$ cat src/rtl/comparator_s1_stage_if.sv
// rtl/comparator_s1_stage_if.sv - handshake/data bundle for comparator stage 1
//
// Purpose: groups the upstream operand handshake and the downstream result
// handshake of comparator_s1_stage into one interface.
// Signal names are taken from the stage's point of view.
//   valid_i, ready_o, A_i, B_i, tag_i          : upstream operand pair
//   valid_o, ready_i, A_lsb_o, B_lsb_o,
//   feedback_o, tag_o                          : downstream result to stage 2
// Modports:
//   slave  : the comparator stage itself
//   master : the environment driving/consuming the stage
interface comparator_s1_stage_if #(
  parameter int WIDTH = 16,
  parameter int TAG_W = 4
);
  localparam int HALF = WIDTH / 2;

  logic             valid_i;
  logic             ready_o;
  logic [WIDTH-1:0] A_i;
  logic [WIDTH-1:0] B_i;
  logic [TAG_W-1:0] tag_i;

  logic             valid_o;
  logic             ready_i;
  logic [HALF-1:0]  A_lsb_o;
  logic [HALF-1:0]  B_lsb_o;
  logic [1:0]       feedback_o;
  logic [TAG_W-1:0] tag_o;

  modport slave (
    input  valid_i, A_i, B_i, tag_i, ready_i,
    output ready_o, valid_o, A_lsb_o, B_lsb_o, feedback_o, tag_o
  );

  modport master (
    output valid_i, A_i, B_i, tag_i, ready_i,
    input  ready_o, valid_o, A_lsb_o, B_lsb_o, feedback_o, tag_o
  );
endinterface

$ cat src/rtl/comparator_s1_stage.sv
// rtl/comparator_s1_stage.sv - stage 1 of the pipelined less-than comparator
//
// Purpose: compares the MSB halves of A and B, encodes the result as a 2-bit
// feedback code (10: A<B, 01: A>B, 00: equal) and registers it together with
// the untouched LSB halves and a sideband tag. A 2-entry skid buffer (output
// register + skid register) allows 1 transfer/cycle with a registered ready_o.
// Ports:
//   clk_i   : clock, rising edge
//   rst_n_i : asynchronous active-low reset
//   bus     : comparator_s1_stage_if.slave (upstream and downstream handshakes)
module comparator_s1_stage #(
  parameter int WIDTH = 16,
  parameter int TAG_W = 4
) (
  input  logic                  clk_i,
  input  logic                  rst_n_i,
  comparator_s1_stage_if.slave  bus
);
  localparam int HALF = WIDTH / 2;

  typedef enum logic [1:0] {
    EMPTY = 2'd0,
    BUSY  = 2'd1,
    FULL  = 2'd2
  } state_t;

  state_t           state_q;
  logic             valid_q;
  logic             ready_q;
  logic [HALF-1:0]  a_lsb_q;
  logic [HALF-1:0]  b_lsb_q;
  logic [1:0]       fb_q;
  logic [TAG_W-1:0] tag_q;

  logic [HALF-1:0]  sk_a_lsb_q;
  logic [HALF-1:0]  sk_b_lsb_q;
  logic [1:0]       sk_fb_q;
  logic [TAG_W-1:0] sk_tag_q;

  logic [HALF-1:0]  a_msb;
  logic [HALF-1:0]  b_msb;
  logic [1:0]       fb_d;
  logic             in_xfer;

  assign a_msb   = bus.A_i[WIDTH-1:HALF];
  assign b_msb   = bus.B_i[WIDTH-1:HALF];
  assign in_xfer = bus.valid_i & ready_q;

  // Code 11 is unreachable: the two compares are mutually exclusive.
  always_comb begin
    fb_d = 2'b00;
    if (a_msb < b_msb) begin
      fb_d = 2'b10;
    end else if (a_msb > b_msb) begin
      fb_d = 2'b01;
    end
  end

  always_ff @(posedge clk_i or negedge rst_n_i) begin
    if (!rst_n_i) begin
      state_q    <= EMPTY;
      valid_q    <= 1'b0;
      ready_q    <= 1'b1;
      a_lsb_q    <= '0;
      b_lsb_q    <= '0;
      fb_q       <= 2'b00;
      tag_q      <= '0;
      sk_a_lsb_q <= '0;
      sk_b_lsb_q <= '0;
      sk_fb_q    <= 2'b00;
      sk_tag_q   <= '0;
    end else begin
      case (state_q)
        EMPTY: begin
          if (in_xfer) begin
            a_lsb_q <= bus.A_i[HALF-1:0];
            b_lsb_q <= bus.B_i[HALF-1:0];
            fb_q    <= fb_d;
            tag_q   <= bus.tag_i;
            valid_q <= 1'b1;
            state_q <= BUSY;
          end
        end
        BUSY: begin
          if (in_xfer && bus.ready_i) begin
            // Old result consumed and new one loaded on the same edge.
            a_lsb_q <= bus.A_i[HALF-1:0];
            b_lsb_q <= bus.B_i[HALF-1:0];
            fb_q    <= fb_d;
            tag_q   <= bus.tag_i;
          end else if (in_xfer) begin
            // Downstream stalled: park the new pair, drop ready next cycle.
            sk_a_lsb_q <= bus.A_i[HALF-1:0];
            sk_b_lsb_q <= bus.B_i[HALF-1:0];
            sk_fb_q    <= fb_d;
            sk_tag_q   <= bus.tag_i;
            ready_q    <= 1'b0;
            state_q    <= FULL;
          end else if (bus.ready_i) begin
            valid_q <= 1'b0;
            state_q <= EMPTY;
          end
        end
        FULL: begin
          if (bus.ready_i) begin
            a_lsb_q <= sk_a_lsb_q;
            b_lsb_q <= sk_b_lsb_q;
            fb_q    <= sk_fb_q;
            tag_q   <= sk_tag_q;
            ready_q <= 1'b1;
            state_q <= BUSY;
          end
        end
        default: begin
          state_q <= EMPTY;
          valid_q <= 1'b0;
          ready_q <= 1'b1;
        end
      endcase
    end
  end

  assign bus.ready_o    = ready_q;
  assign bus.valid_o    = valid_q;
  assign bus.A_lsb_o    = a_lsb_q;
  assign bus.B_lsb_o    = b_lsb_q;
  assign bus.feedback_o = fb_q;
  assign bus.tag_o      = tag_q;
endmodule
$ cat src/flat_wrapper.sv
// flat-port wrapper written by rule: the top's interface ports become plain ports
module comparator_s1_stage_flat 
#(
  parameter int WIDTH = 16,
  parameter int TAG_W = 4
)
  (clk_i, rst_n_i, bus_valid_i, bus_A_i, bus_B_i, bus_tag_i, bus_ready_i, bus_ready_o, bus_valid_o, bus_A_lsb_o, bus_B_lsb_o, bus_feedback_o, bus_tag_o);
  comparator_s1_stage_if #(.WIDTH(WIDTH), .TAG_W(TAG_W)) bus_i ();
  input  logic clk_i;
  input  logic rst_n_i;
  input wire logic [$bits(bus_i.valid_i)-1:0] bus_valid_i;
  input wire logic [$bits(bus_i.A_i)-1:0] bus_A_i;
  input wire logic [$bits(bus_i.B_i)-1:0] bus_B_i;
  input wire logic [$bits(bus_i.tag_i)-1:0] bus_tag_i;
  input wire logic [$bits(bus_i.ready_i)-1:0] bus_ready_i;
  output wire logic [$bits(bus_i.ready_o)-1:0] bus_ready_o;
  output wire logic [$bits(bus_i.valid_o)-1:0] bus_valid_o;
  output wire logic [$bits(bus_i.A_lsb_o)-1:0] bus_A_lsb_o;
  output wire logic [$bits(bus_i.B_lsb_o)-1:0] bus_B_lsb_o;
  output wire logic [$bits(bus_i.feedback_o)-1:0] bus_feedback_o;
  output wire logic [$bits(bus_i.tag_o)-1:0] bus_tag_o;
  assign bus_i.valid_i = bus_valid_i;
  assign bus_i.A_i = bus_A_i;
  assign bus_i.B_i = bus_B_i;
  assign bus_i.tag_i = bus_tag_i;
  assign bus_i.ready_i = bus_ready_i;
  assign bus_ready_o = bus_i.ready_o;
  assign bus_valid_o = bus_i.valid_o;
  assign bus_A_lsb_o = bus_i.A_lsb_o;
  assign bus_B_lsb_o = bus_i.B_lsb_o;
  assign bus_feedback_o = bus_i.feedback_o;
  assign bus_tag_o = bus_i.tag_o;
  comparator_s1_stage #(.WIDTH(WIDTH), .TAG_W(TAG_W)) u_core (.clk_i(clk_i), .rst_n_i(rst_n_i), .bus(bus_i));
endmodule
$ cat config.mk
export PLATFORM = sky130hd
export DESIGN_NAME = comparator_s1_stage_flat
export DESIGN_NICKNAME = d
export VERILOG_FILES = /design/src/rtl/comparator_s1_stage_if.sv /design/src/rtl/comparator_s1_stage.sv /design/src/flat_wrapper.sv
export SDC_FILE = /design/constraint.sdc
export NUM_CORES = 1
export LEC_CHECK = 0
export CORE_ASPECT_RATIO = 1.5
export CORE_MARGIN = 1
export CORE_UTILIZATION = 30
export DETAILED_ROUTE_END_ITERATION = 8
export PLACE_DENSITY = 0.61
export SLEW_MARGIN = 20
export SYNTH_ARGS = -nofsm -noshare
export SYNTH_HDL_FRONTEND = slang
export SYNTH_SLANG_ARGS = --single-unit
$ cat constraint.sdc
create_clock -name clk_i -period 2.9 [get_ports clk_i]
set_clock_uncertainty 0.1 [all_clocks]
set_input_delay 0.58 -clock clk_i [delete_from_list [all_inputs] [get_ports clk_i]]
set_output_delay 0.58 -clock clk_i [all_outputs]
set_load 0.01 [all_outputs]
==> impl_metrics.json <==
{
  "status": "complete, no violations",
  "finalHoldViolCount": 0,
  "hold_class": "in2async",
  "combPwrFrac": 0.334,
  "fp-row-count": 38,
  "grtUsageMet2": 0.267,
  "netlist_area_um2": 2270,
  "period_needed_ns": 2.17,
  "ctsHtreeMaxLevel": 2,
  "totalWireLength_mm": 5.04,
  "pin_count": 64,
  "r2r-end": "u_core.bus.tag_o[0]$_DFFE_PN0P_",
  "grt_overflow": 0,
  "setup_tns_ns": 0,
  "power.share.switching": 0.287,
  "crit_fanout": 3,
  "drt_iter0_markers": 50,
  "grtUsageTotal": 0.143,
  "period_share": 0.749,
  "p_switching_mw": 0.581,
  "synth_top_cell_area_share": 0.519,
  "portBuffers": 63,
  "ys_top_cells_by_area": "dfrtp_1 (52%), nand2_1 (11%), mux2i_1 (9.3%)",
  "ctsLongestPathBuffers": 2,
  "critPathRequiredTime_ns": 2.98,
  "first_global_vias": 1874,
  "clk_latency_ns": 0.29,
  "cp-start-kind": "primary input",
  "power.density_nw_per_um2": 652,
  "cts-root-buf": "clkbuf_8",
  "cts_tree": "done",
  "crit_end": "u_core.bus.feedback_o[1]$_DFFE_PN0P_",
  "cts_inserted_buffers": 5,
  "synth_edf_count": 0,
  "ir_drop_mv": 0.299,
  "crit_start": "bus_B_i[11]",
  "synth_common_cells": "nand2_1 (68), dfrtp_1 (47), nor2_1 (26), a21oi_1 (23), mux2i_1 (21)",
  "internal-power_mw": 1.45,
  "num_antenna_cells": 0,
  "cts_hold_buf": 0,
  "worstSetupEndpointType": "flip-flop",
  "final_nets": 355,
  "ff2ff_setup_slack_ns": 1.03,
  "crit_arrival_ns": 2.25,
  "drive_gt1_frac": 0.0714,
  "cts-resized-gates": 0,
  "synth-simple-area-share": 0.191,
  "globalRouteMet1Util": 0.157,
  "post-cts-setup-buffer-count": 0,
  "antenna_found_initial": 0,
  "synth_top_area_cell": "dfrtp_1",
  "grtUsageMet3": 0.0168,
  "start_util": 0.312,
  "clkPwrFrac": 0.202,
  "path_clk_slew_ns": 0.09,
  "syn_avg_cell_area_um2": 9.37,
  "yosys_warnings": 0,
  "dr.pass1.iters": 5,
  "ant_nets": 0,
  "drv_slew": 0,
  "fmax_mhz": 460,
  "die_y_um": 108,
  "grt_pass1_wl_mm": 8.67,
  "dp.final_hpwl_mm": 3.69,
  "power.leakage_nw": 1.42,
  "criticalPathCategory": "in2reg",
  "netlist_instances": 242,
  "yosysSeqAreaShare": 0.530,
  "whs_ns": 0.254,
  "synthAdderAreaFrac": 0.0442,
  "r2r-start": "u_core.bus.ready_o$_DFFE_PN1P_",
  "core_um2": 7270,
  "die_w_um": 73.0,
  "post_drt_wl_per_cell_um": 12.4,
  "synth_compound_area_frac": 0.0883,
  "ff2ff_path_depth": 6,
  "cts_sinks": 48,
  "synthXorXnorAreaFrac": 0,
  "drv_cap": 0,
  "synth.area.mux_share": 0.0977,
  "async_reset_ff_frac": 1.00,
  "yosysMostFrequentCell": "nand2_1",
  "drc": 0,
  "die_area_um2": 7920,
  "pwr-share-seq": 0.464,
  "synth_top_family_by_area": "simple AND/OR/NAND/NOR gates",
  "slew_headroom": 0.482,
  "viasPerCell": 4.49,
  "setup_viol_count_final": 0,
  "synth_seq_cells": 48,
  "routed-via-count": 1832,
  "ys_types": 32,
  "worstMarginPinSlew_ns": 0.777,
  "grt_busiest_layer": "met2",
  "grt_max_degree": 36,
  "area_delta_synth_final_pct": 37.1,
  "gp_congestion": 0.728,
  "synth_ff_type": "dfrtp_1",
  "syn_nets": 290,
  "rsz0062_at_grt": "no"
}
## how the worst min path moves through the flow
stage / startpoint / to
2_1_floorplan: rst_n_i / u_core.bus.A_lsb_o[0]$_DFFE_PN0P_
3_3_place_gp: u_core.sk_b_lsb_q[7]$_DFFE_PN0P_ / u_core.sk_b_lsb_q[7]$_DFFE_PN0P_
3_5_place_dp: u_core.sk_b_lsb_q[2]$_DFFE_PN0P_ / u_core.sk_b_lsb_q[2]$_DFFE_PN0P_
4_1_cts: rst_n_i / u_core.bus.A_lsb_o[2]$_DFFE_PN0P_
5_1_grt: rst_n_i / u_core.bus.A_lsb_o[4]$_DFFE_PN0P_
6_report: rst_n_i / u_core.bus.A_lsb_o[2]$_DFFE_PN0P_
## final cells by class
class                   instances  area [um^2]
clock buffers                   6         82.6
clock inverters                 2         10.0
fillers                       729         4170
inverters                      11         41.3
multi-input cells             170          961
flip-flops and latches         48         1200
well taps                     100          125
repair buffers                 71          686
## routing by layer
layer	vias to the layer above	routed length [um]
met2	40	2670
met5	-	0
met1	857	2100
met4	0	116
met3	8	160
li1	927	-
## cells by family after synthesis
family	Yosys count
buf+inv	24
flops	48
mux	22
fa+ha+maj	8
compound gates	35
simple gates	105
## critical path: stages
cell and delay (ns):
clkdlybuf4s50_1 0.46, inv_1 0.04, ha_1 0.29, nand2_1 0.07
o21bai_1 0.15, a21o_1 0.17, and2_1 0.18, a221o_1 0.32
## power by group through the flow
| stage | sequential (mW) | combinational [mW] | clock, mW |
|---|---|---|---|
| 6_report | 0.940 | 0.677 | 0.410 |
| 5_1_grt | 0.963 | 0.749 | 0.458 |
| 4_1_cts | 0.944 | 0.690 | 0.431 |
| 3_5_place_dp | 0.956 | 0.688 | 0 |
| 3_3_place_gp | 0.951 | 0.680 | 0 |
| 2_1_floorplan | 1.02 | 0.180 | 0 |
## sequential cells by signal (all words and copies together), names as in the netlist
name / cells
u_core.bus.A_lsb_o: 8
u_core.bus.B_lsb_o: 8
u_core.sk_a_lsb_q: 8
u_core.sk_b_lsb_q: 8
u_core.bus.tag_o: 4
u_core.sk_tag_q: 4
u_core.bus.feedback_o: 2
u_core.sk_fb_q: 2
u_core.state_q: 2
u_core.bus.ready_o: 1
u_core.bus.valid_o: 1
## cells in the final DEF, fill, tap and decap left out, types with 2 or more instances in the layout
cell and instances:
ha_1 8, nor2_1 26, dfrtp_1 47, inv_1 11, clkinv_2 2, clkbuf_8 6
nor3_1 2, buf_4 8, o21ai_0 3, a21oi_1 23, clkdlybuf4s50_1 62, mux2i_1 21
nand2_1 68
## metrics by stage
step / instances / total power, mW / cell area (um^2) / util / worst slack [ns]
after floorplan: 242 / 1.20 / 2270 / - / 0.984
after global placement: 400 / 1.63 / 3020 / 0.415 / 0.473
after detailed placement: 400 / 1.64 / 3020 / 0.415 / 0.408
after CTS: 408 / 2.06 / 3110 / 0.427 / 0.734
after global routing: 408 / 2.17 / 3110 / 0.427 / 0.632
final: 408 / 2.03 / 3110 / 0.427 / 0.728
Power figures use the tool's default switching activity.
==> variant, RTL diff (same settings) <==
Make the reset (`rst_n_i`) synchronous in one clocked block. Comments in the files are not updated.
--- a/src/rtl/comparator_s1_stage.sv
+++ b/src/rtl/comparator_s1_stage.sv
@@ -57,5 +57,5 @@
   end
 
-  always_ff @(posedge clk_i or negedge rst_n_i) begin
+  always_ff @(posedge clk_i) begin
     if (!rst_n_i) begin
       state_q    <= EMPTY;
Formal check against the unedited RTL: differs if rst_n_i is asserted again (counterexample within 4 cycles, from zero or initial values and one cycle with rst_n_i low); with rst_n_i held inactive, the same outputs for 10 cycles.
==> variant against the unedited design <==
Sequential cell count did not move. Worst setup slack got worse by 9.4 ps. Area after synthesis rose by 1.4%. Power fell by 22%. Cell area barely moved. Count of clock-buffer cells in the layout did not move. First-iteration DRC count rose by 44%. Critical path depth fell by 3. Wire length fell by 1.3%. Clock power rose by 23%. Global-route usage fell by 1.1 points. Largest power group unchanged.
==> variant: results (changes against the unedited design) <==
status: finished, final reports clean (unchanged)
Synth Area in Compound Gates: 23.1% (was 8.83%)
hpwl dp: 3450 microns (was 3690 microns)
Skew-Pair Late Insertion Delay: 300 ps
Post-Synth Adder-Cell Area: 4.35% (was 4.42%)
worst hold path type: register to register (was input pin to asynchronous set/reset pin)
GRT Total Usage: 13.1% (was 14.3%)
Max FO, Critical Path: 22 (was 3)
CTS clk-pin slew, worst paths: 80 ps
Initial DRC Count: 72 (was 50)
Net count, final: 377 (was 355)
number of gates resized after CTS: 0 (unchanged)
WL final: 4980 microns (was 5040 microns)
Synth area leader: dfxtp_1 (was dfrtp_1)
global-route wire length before repair: 8250 microns (was 8670 microns)
register area share after synthesis: 41.8% (was 53.0%)
top cells by count, synth: nand2_1 (87), dfxtp_1 (48), a21oi_1 (25) (was nand2_1 (68), dfrtp_1 (47), nor2_1 (26))
XOR/XNOR Fraction of Synth Area: 0% (unchanged)
RD Place Congestion: 0.788 (was 0.728)
DP Worst Slack: 395 ps (was 408 ps)
VDD IR max: 0.316 mV (was 0.299 mV)
Filler Cell Count: 777 (was 729)
Mean Syn Cell Area: 8.36 sq um (was 9.37 sq um)
Slew @ Worst Pin: 844 ps (was 777 ps)
share of cells above drive strength 1: 13.3% (was 7.14%)
post-synthesis mux area share: 0% (was 9.77%)
initial antenna violation count: 0 (unchanged)
Synthesis Warnings: 0 (unchanged)
post-synth cell types: 36 (was 32)
Root Driver: clkbuf_8 (unchanged)
async set or reset register ratio after synthesis: 0% (was 100%)
syn_nets: 323 (was 290)
DR vias: 1994 (was 1832)
Post-Layout Cell Count: 430 (was 408)
vias in the first global route: 1849 (was 1874)
PortBufs: 63 (unchanged)
cell count after placement: 422 (was 400)
H-tree Lvls: 2 (unchanged)
TritonRoute pass-1 iters: 4 (was 5)
largest net degree at the start of global routing: 45 (was 36)
Area contributors post-synth: dfxtp_1 (42%), nand2_1 (14%), a311oi_2 (10%) (was dfrtp_1 (52%), nand2_1 (11%), mux2i_1 (9.3%))
Lkg Pwr: 0.00113 uW (was 0.00142 uW)
cts bufs inserted: 5 (unchanged)
-- variant: changes by cell type after synthesis, moves of 8 or more --
cell      unedited run  this run
dfrtp_1             47         0
nor2_2               0        11
nor2_1              26        15
a311oi_2             0        16
clkbuf_1             2        10
nand2_1             68        87
dfxtp_1              0        48
mux2i_1             21         0
-- variant: path summary, 6_finish.rpt --
path	start	to	slack (ps)	depth (start not counted)
setup / recovery	bus_ready_i	u_core.sk_b_lsb_q[6]	720	5
hold / removal	u_core.sk_a_lsb_q[3]	u_core.sk_a_lsb_q[3]	360	2
setup reg to reg	u_core.state_q[1]	u_core.bus.tag_o[2]	1030	4
hold reg to reg	u_core.sk_a_lsb_q[3]	u_core.sk_a_lsb_q[3]	360	2
-- variant: layer usage --
layer | vias up | GRT usage (%) | part of all wire, %
met5 | - | 0 | 0
met4 | 0 | 4.12 | 1.4
met3 | 8 | 3.33 | 6.1
met2 | 55 | 23.3 | 50
met1 | 891 | 15.1 | 42
li1 | 1040 | - | -
-- variant: kinds of logic after synthesis --
| logic type | Yosys count |
|---|---|
| AO/OA/AOI/OAI | 64 |
| adder cells (fa/ha/maj) | 8 |
| buffers and inverters | 30 |
| flip-flops | 48 |
| AND/OR/NAND/NOR | 125 |
-- variant: layout make-up --
type                    instances  share of cell area (%)
clock buffers                   6                    2.66
clock inverters                 2                    1.25
inverters                      10                    1.21
multi-input cells             197                    37.9
flip-flops and latches         48                    30.9
well taps                     100                    4.03
repair buffers                 67                    22.1
-- variant: power breakdown --
group / total, uW / leakage [uW] / internal [uW] / switching (uW)
Combinational: 345 / 0.000679 / 187 / 157
Clock: 503 / 0.0000614 / 282 / 221
Sequential: 737 / 0.000394 / 707 / 30.7
Total: 1590 / 0.00113 / 1180 / 410
-- variant: metrics by stage --
stage          hold slack [ps]  utilization, %  instance area [sq um]
6_report                   359            42.4                   3110
5_1_grt                    372            42.4                   3110
3_5_place_dp               347            40.8                   2990
4_1_cts                    359            42.4                   3110
2_1_floorplan              337               -                   2300
3_3_place_gp               341            40.8                   2990
-- variant: critical path: stages --
cell             delay [ps]
clkdlybuf4s50_1         580
nand2b_1                210
or2_1                   660
nand2_1                 110
a21oi_1                 170
